**config.mk**
```make
export PLATFORM = sky130hd
export DESIGN_NAME = code_ram_port_arbiter
export DESIGN_NICKNAME = d
export VERILOG_FILES = /design/src/rtl/code_ram_arb_pkg.sv /design/src/rtl/rr_arbiter_2.sv /design/src/rtl/code_ram_port_arbiter.sv
export SDC_FILE = /design/constraint.sdc
export NUM_CORES = 1
export LEC_CHECK = 0
export ABC_CLOCK_PERIOD_IN_PS = 1400
export CAP_MARGIN = 25
export CELL_PAD_IN_SITES_DETAIL_PLACEMENT = 2
export CELL_PAD_IN_SITES_GLOBAL_PLACEMENT = 2
export CORE_MARGIN = 10
export CORE_UTILIZATION = 10
export CTS_CLUSTER_DIAMETER = 200
export DETAILED_ROUTE_END_ITERATION = 16
export PLACE_DENSITY = 0.92
export RECOVER_POWER = 100
export SLEW_MARGIN = 40
export SYNTH_ARGS = -nofsm -noshare
export SYNTH_HDL_FRONTEND = slang
export SYNTH_SLANG_ARGS = --single-unit
```
**constraint.sdc**
```tcl
create_clock -name clk -period 1.4 [get_ports clk]
set_input_delay 0.21 -clock clk [delete_from_list [all_inputs] [get_ports clk]]
set_output_delay 0.21 -clock clk [all_outputs]
set_load 0.02 [all_outputs]
```
**src/rtl/code_ram_arb_pkg.sv**
```systemverilog
// rtl/code_ram_arb_pkg.sv - shared types for the code RAM port arbiter
// ERR_RESPONSE exists only when CODE_RAM_ARB_RANGE_CHECK_EN is defined.
package code_ram_arb_pkg;

    localparam int TIMER_WIDTH = 8;

`ifdef CODE_RAM_ARB_RANGE_CHECK_EN
    typedef enum logic [1:0] {IDLE, WAIT_RESPONSE, DRAIN, ERR_RESPONSE} state_t;
`else
    typedef enum logic [1:0] {IDLE, WAIT_RESPONSE, DRAIN} state_t;
`endif

    typedef enum logic {M0 = 1'b0, M1 = 1'b1} master_t;

endpackage

```
**src/rtl/rr_arbiter_2.sv**
```systemverilog
// rtl/rr_arbiter_2.sv - two-way round-robin picker with one-hot select
module rr_arbiter_2
    import code_ram_arb_pkg::*;
(
    input  logic [1:0] req,
    input  master_t    last_grant,
    output logic [1:0] sel
);

    always_comb begin
        sel = req;
        if (req == 2'b11) begin
            sel = (last_grant == M1) ? 2'b01 : 2'b10;
        end
    end

endmodule

```
**src/rtl/code_ram_port_arbiter.sv**
```systemverilog
// rtl/code_ram_port_arbiter.sv - shares the code RAM data port between two requesters
// Optional address window check: CODE_RAM_ARB_RANGE_CHECK_EN.
module code_ram_port_arbiter
    import code_ram_arb_pkg::*;
#(
    parameter logic [31:0] BASE_ADDRESS   = 32'h0001_0000,
    parameter logic [31:0] END_ADDRESS    = 32'h0001_FFFF,
    parameter int          TIMEOUT_CYCLES = 16
) (
    input  logic        clk,
    input  logic        rst,
    input  logic        m0_req,
    input  logic        m0_we,
    input  logic [3:0]  m0_be,
    input  logic [31:0] m0_addr,
    input  logic [31:0] m0_wdata,
    output logic        m0_gnt,
    output logic        m0_rvalid,
    output logic [31:0] m0_rdata,
    output logic        m0_err,
    input  logic        m1_req,
    input  logic        m1_we,
    input  logic [3:0]  m1_be,
    input  logic [31:0] m1_addr,
    input  logic [31:0] m1_wdata,
    output logic        m1_gnt,
    output logic        m1_rvalid,
    output logic [31:0] m1_rdata,
    output logic        m1_err,
    output logic        s_req,
    output logic        s_we,
    output logic [3:0]  s_be,
    output logic [31:0] s_addr,
    output logic [31:0] s_wdata,
    input  logic        s_gnt,
    input  logic        s_rvalid,
    input  logic [31:0] s_rdata,
    input  logic        s_err
);

    localparam logic [TIMER_WIDTH-1:0] TIMEOUT_LAST = TIMER_WIDTH'(TIMEOUT_CYCLES - 1);

    state_t                 state_q, state_d;
    master_t                owner_q, owner_d, last_grant_q, last_grant_d;
    logic [TIMER_WIDTH-1:0] timer_q, timer_d;

    logic [1:0]  sel;
    master_t     sel_m;
    logic        sel_we, in_range, grant;
    logic [3:0]  sel_be;
    logic [31:0] sel_addr, sel_wdata;
    logic        resp_valid, resp_err;
    logic [31:0] resp_rdata;

    rr_arbiter_2 u_rr (
        .req        ({m1_req, m0_req}),
        .last_grant (last_grant_q),
        .sel        (sel)
    );

    assign sel_m     = sel[1] ? M1 : M0;
    assign sel_we    = (sel_m == M1) ? m1_we    : m0_we;
    assign sel_be    = (sel_m == M1) ? m1_be    : m0_be;
    assign sel_addr  = (sel_m == M1) ? m1_addr  : m0_addr;
    assign sel_wdata = (sel_m == M1) ? m1_wdata : m0_wdata;
    assign in_range  = (sel_addr >= BASE_ADDRESS) && (sel_addr <= END_ADDRESS);

`ifndef CODE_RAM_ARB_RANGE_CHECK_EN
    logic unused_in_range;
    assign unused_in_range = in_range;
`endif

    always_comb begin
        state_d      = state_q;
        owner_d      = owner_q;
        last_grant_d = last_grant_q;
        timer_d      = timer_q;
        s_req        = 1'b0;
        s_we         = 1'b0;
        s_be         = '0;
        s_addr       = '0;
        s_wdata      = '0;
        grant        = 1'b0;
        resp_valid   = 1'b0;
        resp_err     = 1'b0;
        resp_rdata   = '0;
        case (state_q)
            IDLE: begin
                if (|sel) begin
`ifdef CODE_RAM_ARB_RANGE_CHECK_EN
                    // Out-of-window requests are absorbed locally, never reaching the RAM
                    if (!in_range) begin
                        grant        = 1'b1;
                        owner_d      = sel_m;
                        last_grant_d = sel_m;
                        state_d      = ERR_RESPONSE;
                    end else
`endif
                    begin
                        s_req   = 1'b1;
                        s_we    = sel_we;
                        s_be    = sel_be;
                        s_addr  = sel_addr;
                        s_wdata = sel_wdata;
                        if (s_gnt) begin
                            grant        = 1'b1;
                            owner_d      = sel_m;
                            last_grant_d = sel_m;
                            timer_d      = '0;
                            state_d      = WAIT_RESPONSE;
                        end
                    end
                end
            end
            WAIT_RESPONSE: begin
                if (s_rvalid) begin
                    resp_valid = 1'b1;
                    resp_rdata = s_rdata;
                    resp_err   = s_err;
                    state_d    = IDLE;
                end else if (timer_q == TIMEOUT_LAST) begin
                    resp_valid = 1'b1;
                    resp_err   = 1'b1;
                    state_d    = DRAIN;
                end else begin
                    timer_d = timer_q + 1'b1;
                end
            end
            // Swallow the late slave response; waits indefinitely for it
            DRAIN: begin
                if (s_rvalid) begin
                    state_d = IDLE;
                end
            end
`ifdef CODE_RAM_ARB_RANGE_CHECK_EN
            ERR_RESPONSE: begin
                resp_valid = 1'b1;
                resp_err   = 1'b1;
                state_d    = IDLE;
            end
`endif
            default: state_d = IDLE;
        endcase
    end

    always_ff @(posedge clk) begin
        if (rst) begin
            state_q      <= IDLE;
            owner_q      <= M0;
            last_grant_q <= M1;
            timer_q      <= '0;
        end else begin
            state_q      <= state_d;
            owner_q      <= owner_d;
            last_grant_q <= last_grant_d;
            timer_q      <= timer_d;
        end
    end

    assign m0_gnt    = grant && (sel_m == M0);
    assign m1_gnt    = grant && (sel_m == M1);
    assign m0_rvalid = resp_valid && (owner_q == M0);
    assign m1_rvalid = resp_valid && (owner_q == M1);
    assign m0_rdata  = m0_rvalid ? resp_rdata : '0;
    assign m1_rdata  = m1_rvalid ? resp_rdata : '0;
    assign m0_err    = m0_rvalid && resp_err;
    assign m1_err    = m1_rvalid && resp_err;

endmodule

```
==> results.md <==
* Outcome: finished, violations left
* Failing checks: negative setup slack
* Clock transition at path regs at 0.05 ns
* Placeable Area at 21200 um2
* Filler Cell Count at 2182
* # IOs at 317
* P_int at 2.69 mW
* Worst Skew at 0.000991 ns
* Critical R2R Capture: last_grant_q
* Mapped Area at 2160 um2
* Sw Share at 0.410
* Post-synthesis area per instance at 5.50 um2
* Iteration-0 DRC count of the detailed router at 98
* Max Fclk at 517 MHz
* R2R Setup Slk at -0.25 ns
* Antenna violations before repair at 1
* Clock Root Buffer: clkbuf_16
* HPWL Detailed at 16.8 mm
* CTS Hold Buffers Added at 0
* Fin. Hold Viols at 0
* DIE AREA at 27900 um2
* Fin. max-slew vios at 0
* Worst setup margin at -0.533 ns
* CTS buffer count at 3
* Worst path required time at 1.19 ns
* Peak supply drop at 0.000297 V
* Synth-to-layout area growth at 329%
* Worst setup path start: timer_q[1]
* Largest net degree at the start of global routing at 23
* Worst-Skew Late Latency at 0.25 ns
* H-tree depth at 1
* Syn nets at 571
* Min Tclk post-route at 1.93 ns
* Via count at 4813
* Port Buffers at 316
* Hold depth at 1
* Hold_ws at 0.484 ns
* Clock network fraction of design power at 0.135
* Commonest non-fill, non-tap cell in the layout: buf_6
* Setup CP Type: reg -> out
* Routed len/inst at 27.4 um
* Rows at 53
* Die height at 167 um
* Vias in the first global route at 5588
* NetSw at 1.87 mW
* Synth unique cells at 39
* Max Fanout on Critical Path at 3
* Total gr overflow at 0
* Worst reg-to-reg path cell count at 9
* Pwr dens at 493 nW/um2
* First-pass GRT wire length at 37.5 mm
* Syn. warnings at 0
* CTS max path bufs at 2
* Place WS at -0.924 ns
* Combinational Power Share at 0.786
* Count of final setup violators at 152
* R2R Path Start: last_grant_q
* Max Cap Viol at 0
* Worst setup SP type: flop
* Gpl congestion at 0.799
* Final nets at 1009
* Sinks on Clock Net at 12
* Vias per Instance at 4.35
* Starting Density at 0.102
* Min-Delay Path Class: reg -> reg
* Unrepaired setup endpoints after global routing: yes
* Flip-flop and latch count after synthesis at 12
* ANT nets after route at 0
* Worst slew margin at 0.777
* Gr usage total at 0.172
* Worst Setup End Kind: primary output
* Routed wire length at 30.3 mm
* First-pass iteration count of the detailed router at 4
* DRC at 0
* Period utilization at 1.38
* Die W at 167 um
* CP Data Arrival Time at 1.72 ns
* Flop pwr share at 0.079
* Post-synthesis instance total at 393
* Worst slew pin tran at 0.333 ns
* Leak pwr at 4.05 nW
* Most frequent cells in the layout: buf_6, clkdlybuf4s50_1, and2_4
* CTS tree: built
* Layout cells sized above 1 at 0.672
* Sequential area share after synthesis at 0.111
* CP Capture Point: m0_err
-- power by group through the flow --
stage | clock, mW | combinational [mW] | sequential, mW
finish | 0.616 | 3.59 | 0.360
global route | 0.636 | 3.75 | 0.361
CTS | 0.615 | 2.85 | 0.362
detailed placement | 0 | 2.23 | 0.365
global placement | 0 | 2.18 | 0.365
floorplan | 0 | 0.877 | 0.367
-- worst max-delay path, stage by stage, from the launching register on --
cell and delay [ns]:
dfxtp_2 0.36, ha_4 0.14, and4b_4 0.27, and2_4 0.17, mux2i_4 0.09, nor3_4 0.28, buf_6 0.16
-- worst min path at each step --
stage               slack, ns          from           end
finish                   0.48    state_q[1]    state_q[0]
global route             0.51    state_q[1]    state_q[0]
global placement         0.49    state_q[1]    state_q[0]
CTS                      0.51    state_q[1]    state_q[0]
floorplan                0.29      s_rvalid    state_q[1]
detailed placement       0.53  last_grant_q  last_grant_q
-- per-layer routing --
| metal | wire length, um | track usage | share of wire |
|---|---|---|---|
| met4 | 596 | 0.0409 | 0.020 |
| met5 | 0 | 0 | 0 |
| met3 | 2660 | 0.0572 | 0.088 |
| met2 | 17000 | 0.336 | 0.56 |
| met1 | 10100 | 0.169 | 0.33 |
-- kinds of logic (layout without fill, tap and decap cells) --
kind of cell / after synthesis / after routing / synth area share
AO/OA/AOI/OAI: 93 / 93 / 0.242
adder cells (fa/ha/maj): 1 / 1 / 0.00579
buffers and inverters: 35 / 471 / 0.0742
flip-flops: 12 / 12 / 0.111
multiplexers: 1 / 1 / 0.00464
other: 0 / 1 / 0
AND/OR/NAND/NOR: 251 / 252 / 0.562
-- flip-flops by register name (all words and copies together) (netlist names) --
name / flops
state_q: 2
owner_q: 1
last_grant_q: 1
timer_q: 8
-- area by class of cell --
class	count	area [um2]	area share
Antenna cell	1	2.50	0.000270
Inverter	5	21.3	0.00230
Multi-Input combinational cell	347	3230	0.349
Sequential cell	12	251	0.0271
Clock buffer	4	88.8	0.00959
Timing Repair Buffer	462	5330	0.575
Tap cell	275	344	0.0371
-- cell usage after synthesis --
library cell,instances,area [um2]
nand3_1,3,15.0
and4b_4,1,13.8
mux2i_1,1,10.0
inv_2,1,3.75
nand4_1,1,6.26
nor4_1,1,6.26
a211oi_1,1,7.51
a2111oi_4,1,27.5
clkbuf_1,13,48.8
nand2b_1,5,31.3
nor4_2,1,12.5
nand3b_1,1,7.51
nand4b_1,1,8.76
nor3b_1,1,7.51
a31oi_1,1,6.26
o21ai_1,1,5.00
a211o_1,1,8.76
dfxtp_1,12,240
and2b_1,1,7.51
nor2_1,8,30.0
buf_2,11,55.1
nor2b_1,1,6.26
o41ai_1,2,17.5
o31ai_1,1,7.51
a21oi_1,75,375
nand2b_4,1,13.8
o21a_1,3,22.5
nor3_2,3,30.0
and3_1,1,6.26
nor2_4,1,11.3
clkbuf_2,3,15.0
and2_1,66,413
o21ai_0,6,30.0
buf_4,3,22.5
nand2_1,147,552
nor3_1,7,35.0
inv_1,4,15.0
ha_1,1,12.5
a2bb2oi_2,1,15.0
-- through the flow --
step / instances / setup TNS, ns / cell area [um2] / utilization / total power [mW]
after floorplan: 393 / -4.66 / 2540 / - / 1.24
after detailed placement: 1003 / -123.44 / 6380 / 0.301 / 2.60
after CTS: 1079 / -57.65 / 7800 / 0.369 / 3.82
after global placement: 1003 / -117.03 / 6380 / 0.301 / 2.55
after global routing: 1105 / -66.78 / 9270 / 0.438 / 4.75
final: 1106 / -58.80 / 9270 / 0.438 / 4.57
-- what timing repair did --
item                                    4_1_cts  5_1_grt
pin swaps                                    26      129
gates cloned                                 20       11
endpoints found under the setup margin      149      151
resized for setup                           871      342
setup buffers                                52       30
Note: power is estimated with default switching activity, not from simulation.
==> RTL edit: new RTL, same flow settings <==
Change the package constant `TIMER_WIDTH` from 8 to 7.
--- a/src/rtl/code_ram_arb_pkg.sv
+++ b/src/rtl/code_ram_arb_pkg.sv
@@ -2,7 +2,7 @@
 // ERR_RESPONSE exists only when CODE_RAM_ARB_RANGE_CHECK_EN is defined.
 package code_ram_arb_pkg;
 
-    localparam int TIMER_WIDTH = 8;
+    localparam int TIMER_WIDTH = 7;
 
 `ifdef CODE_RAM_ARB_RANGE_CHECK_EN
     typedef enum logic [1:0] {IDLE, WAIT_RESPONSE, DRAIN, ERR_RESPONSE} state_t;
Check against the original RTL: no difference found for any inputs over 10 cycles, from zero or initial values and one cycle with rst high; that may be too few to reach the edited logic, so the function may still have changed.
==> RTL edit against the original RTL <==
  * The flow still finishes with violations (negative setup slack)
  * Total power decreased by 13%
  * Sequential cell count down 1
  * Worst setup slack worse by 0.17 ns
  * Design area fell by 14%
  * Clock skew grew 0.0056 ns
  * Synthesized area fell by 6.1%
  * Wire length down 15%
  * Via count shrank 8.8%
  * Largest power group unchanged
  * Highest routed layer unchanged
==> RTL edit: results <==
set metrics [dict create \
    synth_area_leaders "nand2_1 27%, and2_1 20%, a21oi_1 19%" \
    cp_top_family "buffers and inverters" \
    grt_pass1_wl_um 35200 \
    hold_depth 3 \
    netlist-cell-type-count 33 \
    peakVddDrop_mv 0.857 \
    violations "negative setup slack" \
    diodes 0 \
    place.gp.congestion 0.807 \
    nets 947 \
    drive_gt1_frac 0.540 \
    finalSetupViolations 151 \
    fillers 2161 \
    yosys-top-cells-count "144 x nand2_1, 75 x a21oi_1, 65 x and2_1, 30 x clkbuf_1, 11 x dfxtp_1" \
    outcome "finished, violations left" \
    grt_use_total 0.174 \
    yosys-mux-area-fraction 0.00494 \
    cpPeakStageDelay_ns 0.40 \
    seq_area_frac_synth 0.109 \
    hold_class "in2reg" \
    synth-compound-area-share 0.246 \
    dp_worst_setup_slack_ns -1.17 \
    drt-initial-drc-count 115 \
    grt_pass1_vias 5101 \
    cp_max_fo 4 \
    r2r-start "state_q[0]" \
    hold_start "s_rvalid" \
    synth_fa_ha_area_frac 0.00617 \
    rr_endpoint "last_grant_q" \
    r2r_setup_slack_ns -0.49 \
    antenna_found_initial 0 \
    viasPerCell 4.23 \
    top_regs "timer_q: 7 flops, state_q: 2 flops" \
    cp_slowest_cell "or3_4" \
    synth_nets 561 \
    layout_setup_ws_ns -0.707 \
    finClkSkew_ns 0.00660 \
    dp_hpwl_um 17600 \
    switching_share 0.410 \
    finalSetupTns_ns -83.88 \
]
==> RTL edit: area by class of cell <==
cell class	instances	area [sq um]	share of cell area
timing repair buffer	414	4510	0.564
multi-input combinational	334	2800	0.351
tap	270	338	0.0423
sequential	11	230	0.0288
clock buffer	3	75.1	0.00939
inverter	5	31.3	0.00391
clock inverter	1	5.00	0.000626
==> RTL edit: kinds of logic after synthesis <==
logic type | count (synthesis)
simple gates | 239
compound gates | 93
buf+inv | 38
flops | 11
mux | 1
fa+ha+maj | 1
==> RTL edit: tightest hold or removal path: stages <==
cell,delay [ns]
dlygate4sd2_1,0.31
buf_4,0.18
nor3_2,0.05
==> RTL edit: worst max path at each step <==
| stage | from | end | slack (ns) | cells after the start |
|---|---|---|---|---|
| 6_report | state_q[0] | s_addr[26] | -0.71 | 8 |
| 5_1_grt | state_q[0] | s_addr[17] | -0.73 | 8 |
| 4_1_cts | state_q[0] | s_addr[24] | -0.73 | 8 |
| 3_5_place_dp | m1_req | m1_gnt | -1.17 | 8 |
| 3_3_place_gp | m1_req | m1_gnt | -1.08 | 8 |
| 2_1_floorplan | timer_q[1] | m0_err | -0.22 | 5 |
==> RTL edit: through the flow <==
step	hold WS (ns)	cell area (sq um)	std cells	util
floorplan	0.303	3210	383	-
global placement	0.463	6750	974	0.336
detailed placement	0.471	6750	974	0.336
CTS	0.481	7730	1025	0.384
global route	0.539	7990	1038	0.397
finish	0.535	7990	1038	0.397
==> RTL edit: power groups by stage <==
stage,logic (mW),clock network (mW),registers [mW]
after global routing,3.22,0.569,0.330
after global placement,2.38,0,0.337
after floorplan,1.26,0,0.336
after detailed placement,2.45,0,0.338
after CTS,2.99,0.554,0.328
final,3.07,0.561,0.330
==> RTL edit: what timing repair did <==
| item | CTS | global route |
|---|---|---|
| hold buffers | 0 | 0 |
| buffers inserted | 37 | 20 |
| cloned | 12 | 1 |
| setup endpoints to repair | 151 | 151 |
| gates resized for setup | 893 | 64 |
| pin swaps | 24 | 22 |
==> RTL edit: layer usage <==
layer | part of all wire | vias to the layer above | track usage
li1 | - | 2037 | -
met1 | 0.36 | 2182 | 0.183
met2 | 0.57 | 145 | 0.353
met3 | 0.048 | 27 | 0.0291
met4 | 0.017 | 0 | 0.0289
met5 | 0 | - | 0
